**config.mk**
```make
export PLATFORM = sky130hd
export DESIGN_NAME = crc_job_arbiter
export DESIGN_NICKNAME = d
export VERILOG_FILES = /design/src/rtl/crc_pkg.sv /design/src/rtl/crc_job_arbiter_rr_arbiter.sv /design/src/rtl/crc_job_arbiter.sv
export SDC_FILE = /design/constraint.sdc
export NUM_CORES = 1
export LEC_CHECK = 0
export CORE_AREA = 2 2 130 132
export CTS_BUF_LIST = sky130_fd_sc_hd__clkbuf_4 sky130_fd_sc_hd__clkbuf_8
export DETAILED_ROUTE_END_ITERATION = 8
export DIE_AREA = 0 0 132 134
export GPL_ROUTABILITY_DRIVEN = 0
export GPL_TIMING_DRIVEN = 0
export HOLD_SLACK_MARGIN = 0.02
export PLACE_DENSITY_LB_ADDON = 0.1
export SETUP_SLACK_MARGIN = 0.15
export SYNTH_ARGS = -nofsm -noshare
export SYNTH_HDL_FRONTEND = slang
export SYNTH_SLANG_ARGS = --single-unit
export TNS_END_PERCENT = 10
```
**constraint.sdc**
```tcl
create_clock -name clk_i -period 3.5 [get_ports clk_i]
set_input_delay 1.05 -clock clk_i [delete_from_list [all_inputs] [get_ports clk_i]]
set_output_delay 1.05 -clock clk_i [all_outputs]
set_load 0.02 [all_outputs]
```
**src/rtl/crc_pkg.sv**
```systemverilog
// +----------------------------------------------------------------------------+
// | Module      : crc_pkg                                                      |
// | Description : Shared widths, engine timing and FSM state encoding for the  |
// |               CRC job arbiter.                                             |
// | Revision    : 1.0 - initial release                                        |
// +----------------------------------------------------------------------------+
`default_nettype none

package crc_pkg;

  localparam int CRC_DATA_W     = 40;
  localparam int CRC_W          = 16;
  localparam int CRC_MASK_W     = 17;
  localparam int CRC_ENGINE_LAT = 42;

  typedef enum logic [1:0] {
    ST_IDLE = 2'd0,
    ST_LOAD = 2'd1,
    ST_WAIT = 2'd2,
    ST_RESP = 2'd3
  } state_t;

endpackage

`default_nettype wire

```
**src/rtl/crc_job_arbiter_rr_arbiter.sv**
```systemverilog
// +----------------------------------------------------------------------------+
// | Module      : rr_arbiter                                                   |
// | Description : Combinational round-robin picker. Grants the first request   |
// |               at or after ptr, wrapping modulo N.                          |
// | Revision    : 1.0 - initial release                                        |
// +----------------------------------------------------------------------------+
`default_nettype none

module rr_arbiter #(
  parameter int N    = 4,
  parameter int ID_W = (N > 1) ? $clog2(N) : 1
) (
  input  logic [N-1:0]    req,
  input  logic [ID_W-1:0] ptr,
  output logic [N-1:0]    grant,
  output logic [ID_W-1:0] idx,
  output logic            any
);

  // Scan requesters starting at ptr; the first valid one wins.
  always_comb begin
    logic [ID_W-1:0] k;
    grant = '0;
    idx   = '0;
    any   = 1'b0;
    k     = '0;
    for (int off = 0; off < N; off++) begin
      k = ID_W'((int'(ptr) + off) % N);
      if (!any && req[k]) begin
        any      = 1'b1;
        grant[k] = 1'b1;
        idx      = k;
      end
    end
  end

endmodule

`default_nettype wire

```
**src/rtl/crc_job_arbiter.sv**
```systemverilog
// +----------------------------------------------------------------------------+
// | Module      : crc_job_arbiter                                              |
// | Description : Shares one serial CRC engine between N requesters. Grants    |
// |               round-robin, loads one job at a time, pulses the engine      |
// |               write strobe, captures the result and returns it tagged with |
// |               the requester index.                                         |
// |               Optional macro CRC_ARB_TIMEOUT_EN adds a WAIT watchdog that  |
// |               returns an error response after TIMEOUT cycles.              |
// | Revision    : 1.0 - initial release                                        |
// +----------------------------------------------------------------------------+
`default_nettype none

module crc_job_arbiter
  import crc_pkg::*;
#(
  parameter int N       = 4,
  parameter int ID_W    = (N > 1) ? $clog2(N) : 1,
  parameter int TIMEOUT = 64
) (
  input  logic                    clk_i,
  input  logic                    rst_i,
  input  logic [N-1:0]            req_valid_i,
  input  logic [N*CRC_DATA_W-1:0] req_data_i,
  input  logic [N*CRC_MASK_W-1:0] req_mask_i,
  output logic [N-1:0]            req_ready_o,
  output logic                    rsp_valid_o,
  input  logic                    rsp_ready_i,
  output logic [CRC_W-1:0]        rsp_crc_o,
  output logic [ID_W-1:0]         rsp_id_o,
  output logic                    rsp_err_o,
  output logic                    busy_o,
  output logic [CRC_DATA_W-1:0]   crc_data_o,
  output logic                    crc_we_o,
  output logic [CRC_MASK_W-1:0]   crc_mask_o,
  input  logic [CRC_W-1:0]        crc_out_i,
  input  logic                    crc_valid_i
);

  state_t                state;
  logic [ID_W-1:0]       rr_ptr;
  logic [N-1:0]          grant;
  logic [ID_W-1:0]       grant_idx;
  logic                  grant_any;
  logic [ID_W-1:0]       next_ptr;
  logic [CRC_DATA_W-1:0] sel_data;
  logic [CRC_MASK_W-1:0] sel_mask;

`ifdef CRC_ARB_TIMEOUT_EN
  localparam int WD_W = (TIMEOUT > 1) ? $clog2(TIMEOUT) : 1;
  logic [WD_W-1:0] wd_cnt;
`endif

  rr_arbiter #(
    .N    (N),
    .ID_W (ID_W)
  ) u_rr_arbiter (
    .req   (req_valid_i),
    .ptr   (rr_ptr),
    .grant (grant),
    .idx   (grant_idx),
    .any   (grant_any)
  );

  // Grants are only offered while idle; accept = valid & ready.
  assign req_ready_o = (state == ST_IDLE) ? grant : '0;
  assign busy_o      = (state != ST_IDLE);
  assign sel_data    = req_data_i[grant_idx * CRC_DATA_W +: CRC_DATA_W];
  assign sel_mask    = req_mask_i[grant_idx * CRC_MASK_W +: CRC_MASK_W];
  assign next_ptr    = (int'(grant_idx) == N - 1) ? '0 : grant_idx + 1'b1;

`ifndef CRC_ARB_TIMEOUT_EN
  assign rsp_err_o = 1'b0;
`endif

  // Job sequencer: accept, strobe engine, wait for result, hold response.
  always_ff @(posedge clk_i) begin
    if (rst_i) begin
      state       <= ST_IDLE;
      rr_ptr      <= '0;
      rsp_valid_o <= 1'b0;
      rsp_crc_o   <= '0;
      rsp_id_o    <= '0;
      crc_data_o  <= '0;
      crc_we_o    <= 1'b0;
      crc_mask_o  <= '0;
`ifdef CRC_ARB_TIMEOUT_EN
      rsp_err_o   <= 1'b0;
      wd_cnt      <= '0;
`endif
    end else begin
      crc_we_o <= 1'b0;
      case (state)
        ST_IDLE: begin
          if (grant_any) begin
            // The mask register is the only path to the engine's mask input,
            // so it must not move again until the next accept.
            crc_data_o <= sel_data;
            crc_mask_o <= sel_mask;
            rsp_id_o   <= grant_idx;
            rr_ptr     <= next_ptr;
            crc_we_o   <= 1'b1;
            state      <= ST_LOAD;
          end
        end
        ST_LOAD: begin
`ifdef CRC_ARB_TIMEOUT_EN
          wd_cnt <= '0;
`endif
          state <= ST_WAIT;
        end
        ST_WAIT: begin
          if (crc_valid_i) begin
            rsp_crc_o   <= crc_out_i;
            rsp_valid_o <= 1'b1;
            state       <= ST_RESP;
`ifdef CRC_ARB_TIMEOUT_EN
            rsp_err_o   <= 1'b0;
          end else if (wd_cnt == WD_W'(TIMEOUT - 1)) begin
            rsp_crc_o   <= '0;
            rsp_err_o   <= 1'b1;
            rsp_valid_o <= 1'b1;
            state       <= ST_RESP;
          end else begin
            wd_cnt <= wd_cnt + 1'b1;
`endif
          end
        end
        ST_RESP: begin
          if (rsp_ready_i) begin
            rsp_valid_o <= 1'b0;
            state       <= ST_IDLE;
          end
        end
        default: state <= ST_IDLE;
      endcase
    end
  end

endmodule

`default_nettype wire
```
# Word-level counts from Yosys, hierarchy flattened
# Cells that the tools add are included.
dict set report op_classes {
  n_addsub 4
  multipliers 2
  n_div 0
  magnitude_cmp 8
  n_eq_ne 7
  shifts 2
  mux 38
  bitwise_logic 4
  reduce_logical 18
}
# operator count
set ops {}
lappend ops {{160-bit by 9-bit indexed part select with 40-bit output} 1}
lappend ops {{68-bit by 8-bit indexed part select with 17-bit output} 1}
lappend ops {{4-bit two-way mux} 5}
lappend ops {{2-bit two-way mux} 8}
lappend ops {{1-bit two-way mux} 15}
lappend ops {{2-bit by 3-bit < comparator with 1-bit output (second input constant)} 4}
lappend ops {{4-bit OR} 3}
lappend ops {{1-bit binary-select mux with 2-bit select} 4}
lappend ops {{1-bit demux with 2-bit select} 4}
lappend ops {{2-bit by 1-bit greater-or-equal comparator with 1-bit output (second input constant)} 4}
lappend ops {{2-bit case mux with 4 select lines} 1}
lappend ops {{1-bit logical AND} 7}
lappend ops {{2-bit by 5-bit multiplier with 7-bit output (second input constant)} 1}
lappend ops {{2-bit inequality test (second input constant)} 3}
lappend ops {{3-bit AND reduction} 2}
lappend ops {{2-bit by 3-bit multiplier with 5-bit output (second input constant)} 1}
lappend ops {{2-bit by 1-bit adder with 2-bit output (second input constant)} 2}
lappend ops {{2-bit adder (second input constant)} 2}
lappend ops {{2-bit by 1-bit == test with 1-bit output (second input constant)} 2}
lappend ops {{2-bit == test (second input constant)} 2}
lappend ops {{2-bit AND reduction} 2}
lappend ops {{2-bit nonzero test} 2}
lappend ops {{1-bit logical NOT} 3}
lappend ops {{2-bit logical NOT} 1}
lappend ops {{3 further kinds} 3}
dict set report totals {
  ff_bits 81
  latchBits 0
  ram_bits 0
  mem_bits_ro 0
  in_bits 252
  word_cells 91
  n_memories 0
}

# Logic depth before layout (Yosys ltp)
# Gate-level depths: netlist of run 1.
dict set report logic_depth {
  ltp_word 14
  ltp_mapped 11
  mapped_depth_nobuf 8
}

# Modules after synthesis
# A second synthesis of run 1 with hierarchy kept.
dict set report unflattened {
  hier_cells 485
  area_unflattened_um2 4667.0
}
# mod instances cells_each area_each_um2 seq_area_each_um2
set modules_own_cells {}
lappend modules_own_cells {crc_job_arbiter 1 440 4245.3 1621.6}
lappend modules_own_cells {rr_arbiter 1 45 421.7 0.0}

# Least setup slack after synthesis of run 1
# Ideal clock, no wire load.
dict set report synth_path {
  path_kind {in2out}
  start {input req_valid_i[2]}
  end {output req_ready_o[0]}
  t_arrival_ns 2.433
  slack_ns 0.017
  path_stages 6
  path_cell_list {mux4_2 nor2b_1 a22oi_1 nor2_1 a221oi_1 nor2_1}
}
dict set report synth_via {
  elab_chain_cells 13
  elab_cells_between_ends 25
}
# item line
set synth_lines {}
lappend synth_lines {{from (decl)} crc_job_arbiter.sv:22} ;# input logic [N-1:0] req_valid_i,
lappend synth_lines {{1-bit binary-select mux with 2-bit select} crc_job_arbiter_rr_arbiter.sv:29} ;# if (!any && req[k]) begin
lappend synth_lines {{1-bit two-way mux (implied by the code)} crc_job_arbiter_rr_arbiter.sv:29}
lappend synth_lines {{1-bit two-way mux} crc_job_arbiter_rr_arbiter.sv:29}
lappend synth_lines {{1-bit logical NOT} crc_job_arbiter_rr_arbiter.sv:29}
lappend synth_lines {{1-bit logical AND} crc_job_arbiter_rr_arbiter.sv:29}
lappend synth_lines {{1-bit two-way mux} crc_job_arbiter_rr_arbiter.sv:29}
lappend synth_lines {{1-bit logical NOT} crc_job_arbiter_rr_arbiter.sv:29}
lappend synth_lines {{1-bit logical AND} crc_job_arbiter_rr_arbiter.sv:29}
lappend synth_lines {{1-bit two-way mux} crc_job_arbiter_rr_arbiter.sv:29}
lappend synth_lines {{1-bit logical NOT} crc_job_arbiter_rr_arbiter.sv:29}
lappend synth_lines {{1-bit logical AND} crc_job_arbiter_rr_arbiter.sv:29}
lappend synth_lines {{4-bit two-way mux *} crc_job_arbiter_rr_arbiter.sv:29}
lappend synth_lines {{4-bit two-way mux *} crc_job_arbiter.sv:65} ;# assign req_ready_o = (state == ST_IDLE) ? grant : '0;
lappend synth_lines {{to (decl)} crc_job_arbiter.sv:25} ;# output logic [N-1:0] req_ready_o,
# Mark *: on every way between the ends. The rest lies on a longest branch, timed or not. The select of a mux whose other input is x is not followed.

# Worst setup path after layout of run 1
dict set report layout_path {
  start {input req_valid_i[2]}
  end {output req_ready_o[1]}
}
# Same word-level chain as after synthesis.

==> metrics.csv, run 1 <==
stage,metric,value,unit
critical_path,Critical Path Start Type,input pin,
critical_path,depth of the worst register-to-register path,12,
critical_path,Arrival @ worst endpoint,2.56,ns
critical_path,end point of the critical path,req_ready_o[1],
power_and_ir_drop,power per cell area,652,nW/µm²
clock_tree,H-tree levels,3,
cells_and_area,diode insertion count for antenna repair,0,
floorplan,die footprint,17700,µm²
floorplan,area of the core region,16300,µm²
floorplan,die boundary height,134,µm
clock_tree,clock root buffer master,sky130_fd_sc_hd__clkbuf_8,
grt,antenna violations before repair,0,
min_path,type of the worst min-delay path,reg2reg,
cells_and_area,share of cells above drive strength 1,11.6,%
critical_path,reg2reg end,crc_data_o[19],
routing,Iteration-0 DRC Markers,277,
grt,overall fraction of global-route tracks in use,21.5,%
grt,total congestion overflow after global routing,0,
clock_tree,TritonCTS clock tree,done,
run_status,run status,"finished, violations left",
routing,post-route ant nets,0,
grt,vias in the first global route,5408,
sta,final worst-path setup slack,-0.110,ns
logic_synthesis,average cell area after synthesis,9.11,µm²
logic_synthesis,Post-Syn Instances,487,
clock_tree,clock latency on the worst-skew pair,0.36,ns
logic_synthesis,register bit total from synthesis,81,
routing,wire length per cell,18.5,µm
place,Setup Slack @ Placement,-1.15,ns
sta,smallest hold slack,0.454,ns
sta,fmax,277,MHz
critical_path,highest cell delay on the worst timing path,0.55,ns
run_status,failing checks,negative setup slack,
sta,number of hold violations in the final report,0,
sta,count of final max-slew check failures,0,
sta,worst setup skew after layout,0.0152,ns
critical_path,worst reg2reg path startpoint,rr_ptr[0],
clock_tree,TritonCTS Sinks,81,
critical_path,start point of the critical path,req_valid_i[2],
critical_path,peak fanout along the critical path,6,
critical_path,class of the most critical setup path,in2out,
routing,mean number of vias per cell,4.96,
clock_tree,CTS hold repair buffers,0,
routing,routed vias,5280,
routing,length of the first detailed-routing pass in iterations,4,
floorplan,Starting Density,27.2,%
routing,Total Routed Length,19700,µm
logic_synthesis,number of unique standard cell types used by synthesis,36,
run,count of maximum capacitance violations,0,
logic_synthesis,number of enable flip-flop cells after synthesis,0,
critical_path,list of cells traversed by the critical path,"buf_8, mux4_2, buf_6, nor2b_4, a22oi_2, nor2_2, a221oi_4, nor2_2, buf_6",
sta,share of the clock period used by the worst path after layout,103,%
power_and_ir_drop,static leakage power,3.09,nW
critical_path,Critical Path Slowest Stage Cell,sky130_fd_sc_hd__mux4_2,
grt,wire length of the first global-routing pass,29600,µm
logic_synthesis,mapped cell area,4440,µm²
sta,total negative slack for setup checks,-0.383,ns
sta,minimum clock period after layout,3.61,ns
cells_and_area,fill cell instance count of the final layout,1458,
sta,worst rel slew slack,59.5,%
logic_synthesis,Synth async-reset ratio,0,%
sta,unrepaired setup endpoints after global routing,true,
critical_path,Critical Path Sink Type,primary output,
floorplan,Die W,132,µm
routing,DRC errors left,0,
floorplan,Cell Rows,47,
cells_and_area,synth-to-layout area growth,90.5,%
critical_path,minimum setup slack among reg-to-reg paths,0.33,ns
cells_and_area,"most common cell after layout, fill and taps aside",sky130_fd_sc_hd__clkdlybuf4s50_1,
grt,largest net degree at the start of global routing,13,
critical_path,required time worst endpoint,2.45,ns
cells_and_area,most frequent cells in the layout,"324 x sky130_fd_sc_hd__clkdlybuf4s50_1, 98 x sky130_fd_sc_hd__nand2_1, 79 x sky130_fd_sc_hd__dfxtp_1",
sta,transition time of the tightest slew-check pin,0.608,ns
power_and_ir_drop,"IR drop worst, VDD",0.226,mV
cells_and_area,nets@finish,1103,
clock_tree,deepest clock path buffer count,2,
cells_and_area,final core area utilization,51.9,%
logic_synthesis,count of warnings emitted by yosys,0,
logic_synthesis,most instantiated flip-flop cell in the synthesis netlist,sky130_fd_sc_hd__dfxtp_1,
logic_synthesis,total nets after synthesis,750,
floorplan,number of I/O pins,335,
sta,setup violation total in the final timing report,4,
place,count of buffers from port buffering,332,
clock_tree,number of CTS-inserted buffers,9,
clock_tree,clock transition time at the flip-flop clock pins of the worst setup and hold paths,0.08,ns
place,DP Wirelength,15600,µm
logic_synthesis,share of the yosys chip area belonging to registers,36.5,%
-- cells by family (layout without fill, tap and decap cells) --
group | Yosys count | count (layout) | synth area share (%)
adder cells (fa/ha/maj) | 11 | 11 | 3.10
AO/OA/AOI/OAI | 157 | 157 | 27.4
AND/OR/NAND/NOR | 127 | 127 | 11.9
multiplexers | 65 | 65 | 15.8
buffers and inverters | 45 | 403 | 5.16
flip-flops | 81 | 81 | 36.5
other | 1 | 1 | 0.0845
-- synth_stat cells (all sizes together), types with 2 or more instances --
cell | number | area (µm²)
a2111oi | 2 | 36.3
a21oi | 21 | 105
a221oi | 7 | 61.3
a22oi | 62 | 470
and2 | 3 | 18.8
buf | 24 | 150
clkbuf | 15 | 56.3
dfxtp | 81 | 1620
ha | 11 | 138
inv | 5 | 18.8
mux2 | 2 | 22.5
mux2i | 59 | 591
mux4 | 4 | 90.1
nand2 | 99 | 372
nor2 | 14 | 52.6
nor2b | 3 | 18.8
nor3 | 3 | 15.0
o211ai | 59 | 493
o21ai | 2 | 13.8
or3 | 2 | 12.5
-- worst max-delay path: cells and delay by family --
| kind | cells | cell delay [ns] |
|---|---|---|
| and+or+nand+nor | 3 | 0.43 |
| muxes | 1 | 0.55 |
| buffers and inverters | 3 | 0.40 |
| AOI/OAI and AO/OA | 2 | 0.13 |
-- state kept, by name, indices dropped and copies added (netlist names) --
register / flops
crc_data_o: 40
crc_mask_o: 17
crc_we_o: 1
rr_ptr: 2
rsp_crc_o: 16
rsp_id_o: 2
rsp_valid_o: 1
state: 2
-- what timing repair did --
item / CTS / global route
buffers inserted: 9 / 1
gates cloned: 0 / 0
gates resized for setup: 70 / 9
pin swaps: 5 / 8
endpoints found under the setup margin: 64 / 48
-- worst min path at each step --
stage | to | cells after the start | from
2_1_floorplan | state[0] | 2 | state[0]
3_3_place_gp | rsp_crc_o[1] | 2 | rsp_crc_o[1]
3_5_place_dp | rsp_crc_o[14] | 2 | rsp_crc_o[14]
4_1_cts | rsp_crc_o[14] | 2 | rsp_crc_o[14]
5_1_grt | rsp_crc_o[8] | 2 | rsp_crc_o[8]
6_report | rsp_crc_o[14] | 2 | rsp_crc_o[14]
-- routing by layer --
metal	part of all wire (%)	GRT usage, %	vias to the layer above	routed length (µm)
met3	8.5	6.46	28	1670
met1	37	23.3	2479	7360
met4	2.4	7.79	0	469
met2	52	39.8	247	10200
met5	0	0	-	0
li1	-	-	2526	-
-- report_power, final --
| part | internal, mW | switching [mW] | total, mW | leakage (nW) |
|---|---|---|---|---|
| clock network | 0.404 | 0.340 | 0.744 | 0.114 |
| logic | 1.64 | 1.78 | 3.42 | 2.31 |
| registers | 1.20 | 0.144 | 1.35 | 0.668 |
| total | 3.25 | 2.27 | 5.51 | 3.09 |
-- final cells by class --
class	count	area (µm²)	share of cell area [%]
Buffer	39	224	2.65
Multi-Input combinational cell	361	2660	31.5
Tap cell	220	275	3.26
Sequential cell	81	1630	19.3
Inverter	6	26.3	0.311
Clock buffer	14	180	2.13
Timing Repair Buffer	342	3420	40.5
Clock inverter	2	35.0	0.414
-- per-stage QoR --
step / instance area, µm² / cells / total power, mW
global placement: 8050 / 1039 / 4.54
global route: 8450 / 1065 / 5.84
finish: 8450 / 1065 / 5.51
CTS: 8430 / 1064 / 5.55
detailed placement: 8050 / 1039 / 4.61
floorplan: 4450 / 487 / 3.28
(Power assumes the default switching activity.)
==> inputs of run 2 (changes only) <==
- CORE_AREA: 2 2 130 132 -> 4 4 129 131
- DIE_AREA: 0 0 132 134 -> 0 0 133 135
==> run 2 against run 1 <==
Net effect:
- the run still ends with negative setup slack left
- sequential share of layout area is 0.071 points lower
- via count is 0.21% lower
- sequential cell count stayed put
- critical endpoint is now req_ready_o[2]
- global-route usage is 0.084 points higher
- final area is 0.37% higher
- count of clock-buffer cells in the layout is 4 lower
- register-to-register slack hardly changed
- clock power is 5.9% lower
- wire length is 3.5% higher
- combinational power is 1% higher
==> metrics.csv, run 2 (synthesis gave the netlist of run 1 again) <==
stage,metric,value,unit
cells_and_area,Post-Layout Inst Area,8480,µm²
clock_tree,clock root buffer master,sky130_fd_sc_hd__clkbuf_8,
clock_tree,clock latency on the worst-skew pair,0.37,ns
clock_tree,number of CTS-inserted buffers,9,
cells_and_area,share of cells above drive strength 1,12.7,%
cells_and_area,"most common cell after layout, fill and taps aside",sky130_fd_sc_hd__clkdlybuf4s50_1,
clock_tree,H-tree levels,3,
critical_path,peak fanout along the critical path,7,
cells_and_area,fill cell instance count of the final layout,1414,
routing,DRC errors left,0,
min_path,type of the worst min-delay path,reg2reg,
sta,transition time of the tightest slew-check pin,0.597,ns
floorplan,Cell Rows,46,
critical_path,Critical Path Start Type,input pin,
sta,unrepaired setup endpoints after global routing,true,
run,count of maximum capacitance violations,0,
cells_and_area,diode insertion count for antenna repair,0,
floorplan,number of I/O pins,335,
sta,setup violation total in the final timing report,4,
critical_path,list of cells traversed by the critical path,"buf_8, mux4_2, nor4b_4, buf_4, a221oi_2, nor2_2, buf_6",
power_and_ir_drop,"IR drop worst, VDD",0.222,mV
floorplan,die boundary height,135,µm
cells_and_area,nets@finish,1111,
routing,post-route ant nets,0,
critical_path,highest cell delay on the worst timing path,0.56,ns
run_status,failing checks,negative setup slack,
cells_and_area,most frequent cells in the layout,"324 x sky130_fd_sc_hd__clkdlybuf4s50_1, 98 x sky130_fd_sc_hd__nand2_1, 79 x sky130_fd_sc_hd__dfxtp_1",
routing,wire length per cell,19.0,µm
place,DP Wirelength,16400,µm
cells_and_area,largest registers,"crc_data_o: 40 flops, crc_mask_o: 17 flops, rsp_crc_o: 16 flops",
routing,routed vias,5269,
grt,antenna violations before repair,0,
grt,wire length of the first global-routing pass,30300,µm
critical_path,Critical Path Sink Type,primary output,
sta,minimum clock period after layout,3.66,ns
clock_tree,TritonCTS clock tree,done,
critical_path,Critical Path Slowest Stage Cell,sky130_fd_sc_hd__mux4_2,
sta,share of the clock period used by the worst path after layout,104,%
place,Placement Cell Area,8040,µm²
sta,number of hold violations in the final report,0,
clock_tree,TritonCTS Sinks,81,
critical_path,class of the most critical setup path,in2out,
sta,smallest hold slack,0.456,ns
run_status,run status,"finished, violations left",
power_and_ir_drop,static leakage power,3.11,nW
floorplan,Die W,133,µm
critical_path,minimum setup slack among reg-to-reg paths,0.33,ns
grt,largest net degree at the start of global routing,14,
power_and_ir_drop,power per cell area,651,nW/µm²
routing,length of the first detailed-routing pass in iterations,4,
grt,overall fraction of global-route tracks in use,21.6,%
place,count of buffers from port buffering,332,
critical_path,required time worst endpoint,2.45,ns
clock_tree,clock transition time at the flip-flop clock pins of the worst setup and hold paths,0.08,ns
floorplan,Starting Density,28.5,%
sta,worst setup skew after layout,0.0105,ns
clock_tree,CTS hold repair buffers,0,
floorplan,area of the core region,15600,µm²
clock_tree,deepest clock path buffer count,2,
sta,worst rel slew slack,60.2,%
grt,total congestion overflow after global routing,0,
cells_and_area,max FFs per register,40,
routing,Iteration-0 DRC Markers,213,
routing,mean number of vias per cell,4.93,
sta,count of final max-slew check failures,0,
cells_and_area,synth-to-layout area growth,91.2,%
cells_and_area,top register by number of flip-flops,crc_data_o,
sta,final worst-path setup slack,-0.155,ns
critical_path,Arrival @ worst endpoint,2.61,ns
sta,fmax,274,MHz
floorplan,die footprint,18000,µm²
grt,vias in the first global route,5587,
routing,Total Routed Length,20400,µm
-- run 2: cell count changes in the layout (fill, tap and decap cells not counted), moves of 2 or more --
cell / change
sky130_fd_sc_hd__buf_4: +7
sky130_fd_sc_hd__clkbuf_4: -4
sky130_fd_sc_hd__clkinv_2: +3
sky130_fd_sc_hd__clkbuf_2: +2
sky130_fd_sc_hd__clkbuf_8: -2
sky130_fd_sc_hd__clkinvlp_4: +2
-- run 2: final cells by class --
type	instances	area (µm²)	share of cell area (%)
Inverter	6	30.0	0.354
Multi-Input combinational cell	361	2660	31.3
Timing Repair Buffer	350	3480	41.1
Clock inverter	6	57.6	0.678
Tap cell	216	270	3.19
Buffer	39	218	2.57
Clock buffer	10	138	1.62
Sequential cell	81	1630	19.2
-- run 2: worst max-delay path, delay by kind of cell --
family / cells / cell delay, ns
simple gates: 2 / 0.51
buf+inv: 3 / 0.44
compound gates: 1 / 0.06
mux: 1 / 0.56
-- run 2: path summary, 6_finish.rpt --
kind / start / to / cells after the start
min reg2reg: rsp_crc_o[4] / rsp_crc_o[4] / 2
max: req_valid_i[2] / req_ready_o[2] / 7
min: rsp_crc_o[4] / rsp_crc_o[4] / 2
max reg2reg: rr_ptr[0] / crc_data_o[34] / 13
-- run 2: timing repair --
| item | CTS | global route |
|---|---|---|
| pin swaps | 4 | 6 |
| setup buffers | 12 | 6 |
| setup endpoints to repair | 64 | 48 |
| resized for setup | 65 | 14 |
-- run 2: per-layer routing --
metal | share of wire, % | GRT usage, % | vias to the layer above
li1 | - | - | 2532
met1 | 39 | 23.9 | 2479
met2 | 51 | 38.7 | 227
met3 | 7.8 | 7.12 | 31
met4 | 2.5 | 7.97 | 0
met5 | 0 | 0 | -
-- run 2: per-stage QoR --
step	util (%)	total power, mW	std cells	TNS (ns)	setup WS (ns)
after global routing	54.4	5.88	1069	-0.927	-0.245
after CTS	53.9	5.50	1063	-0.485	-0.131
after global placement	51.6	4.54	1035	-30.19	-1.07
after detailed placement	51.6	4.60	1035	-34.26	-1.13
after floorplan	-	3.28	487	0	0.115
final	54.4	5.53	1069	-0.584	-0.155
-- run 2: power breakdown --
group | leakage (nW) | internal, mW | switching, mW
registers | 0.668 | 1.20 | 0.150
logic | 2.34 | 1.68 | 1.79
clock network | 0.102 | 0.344 | 0.355
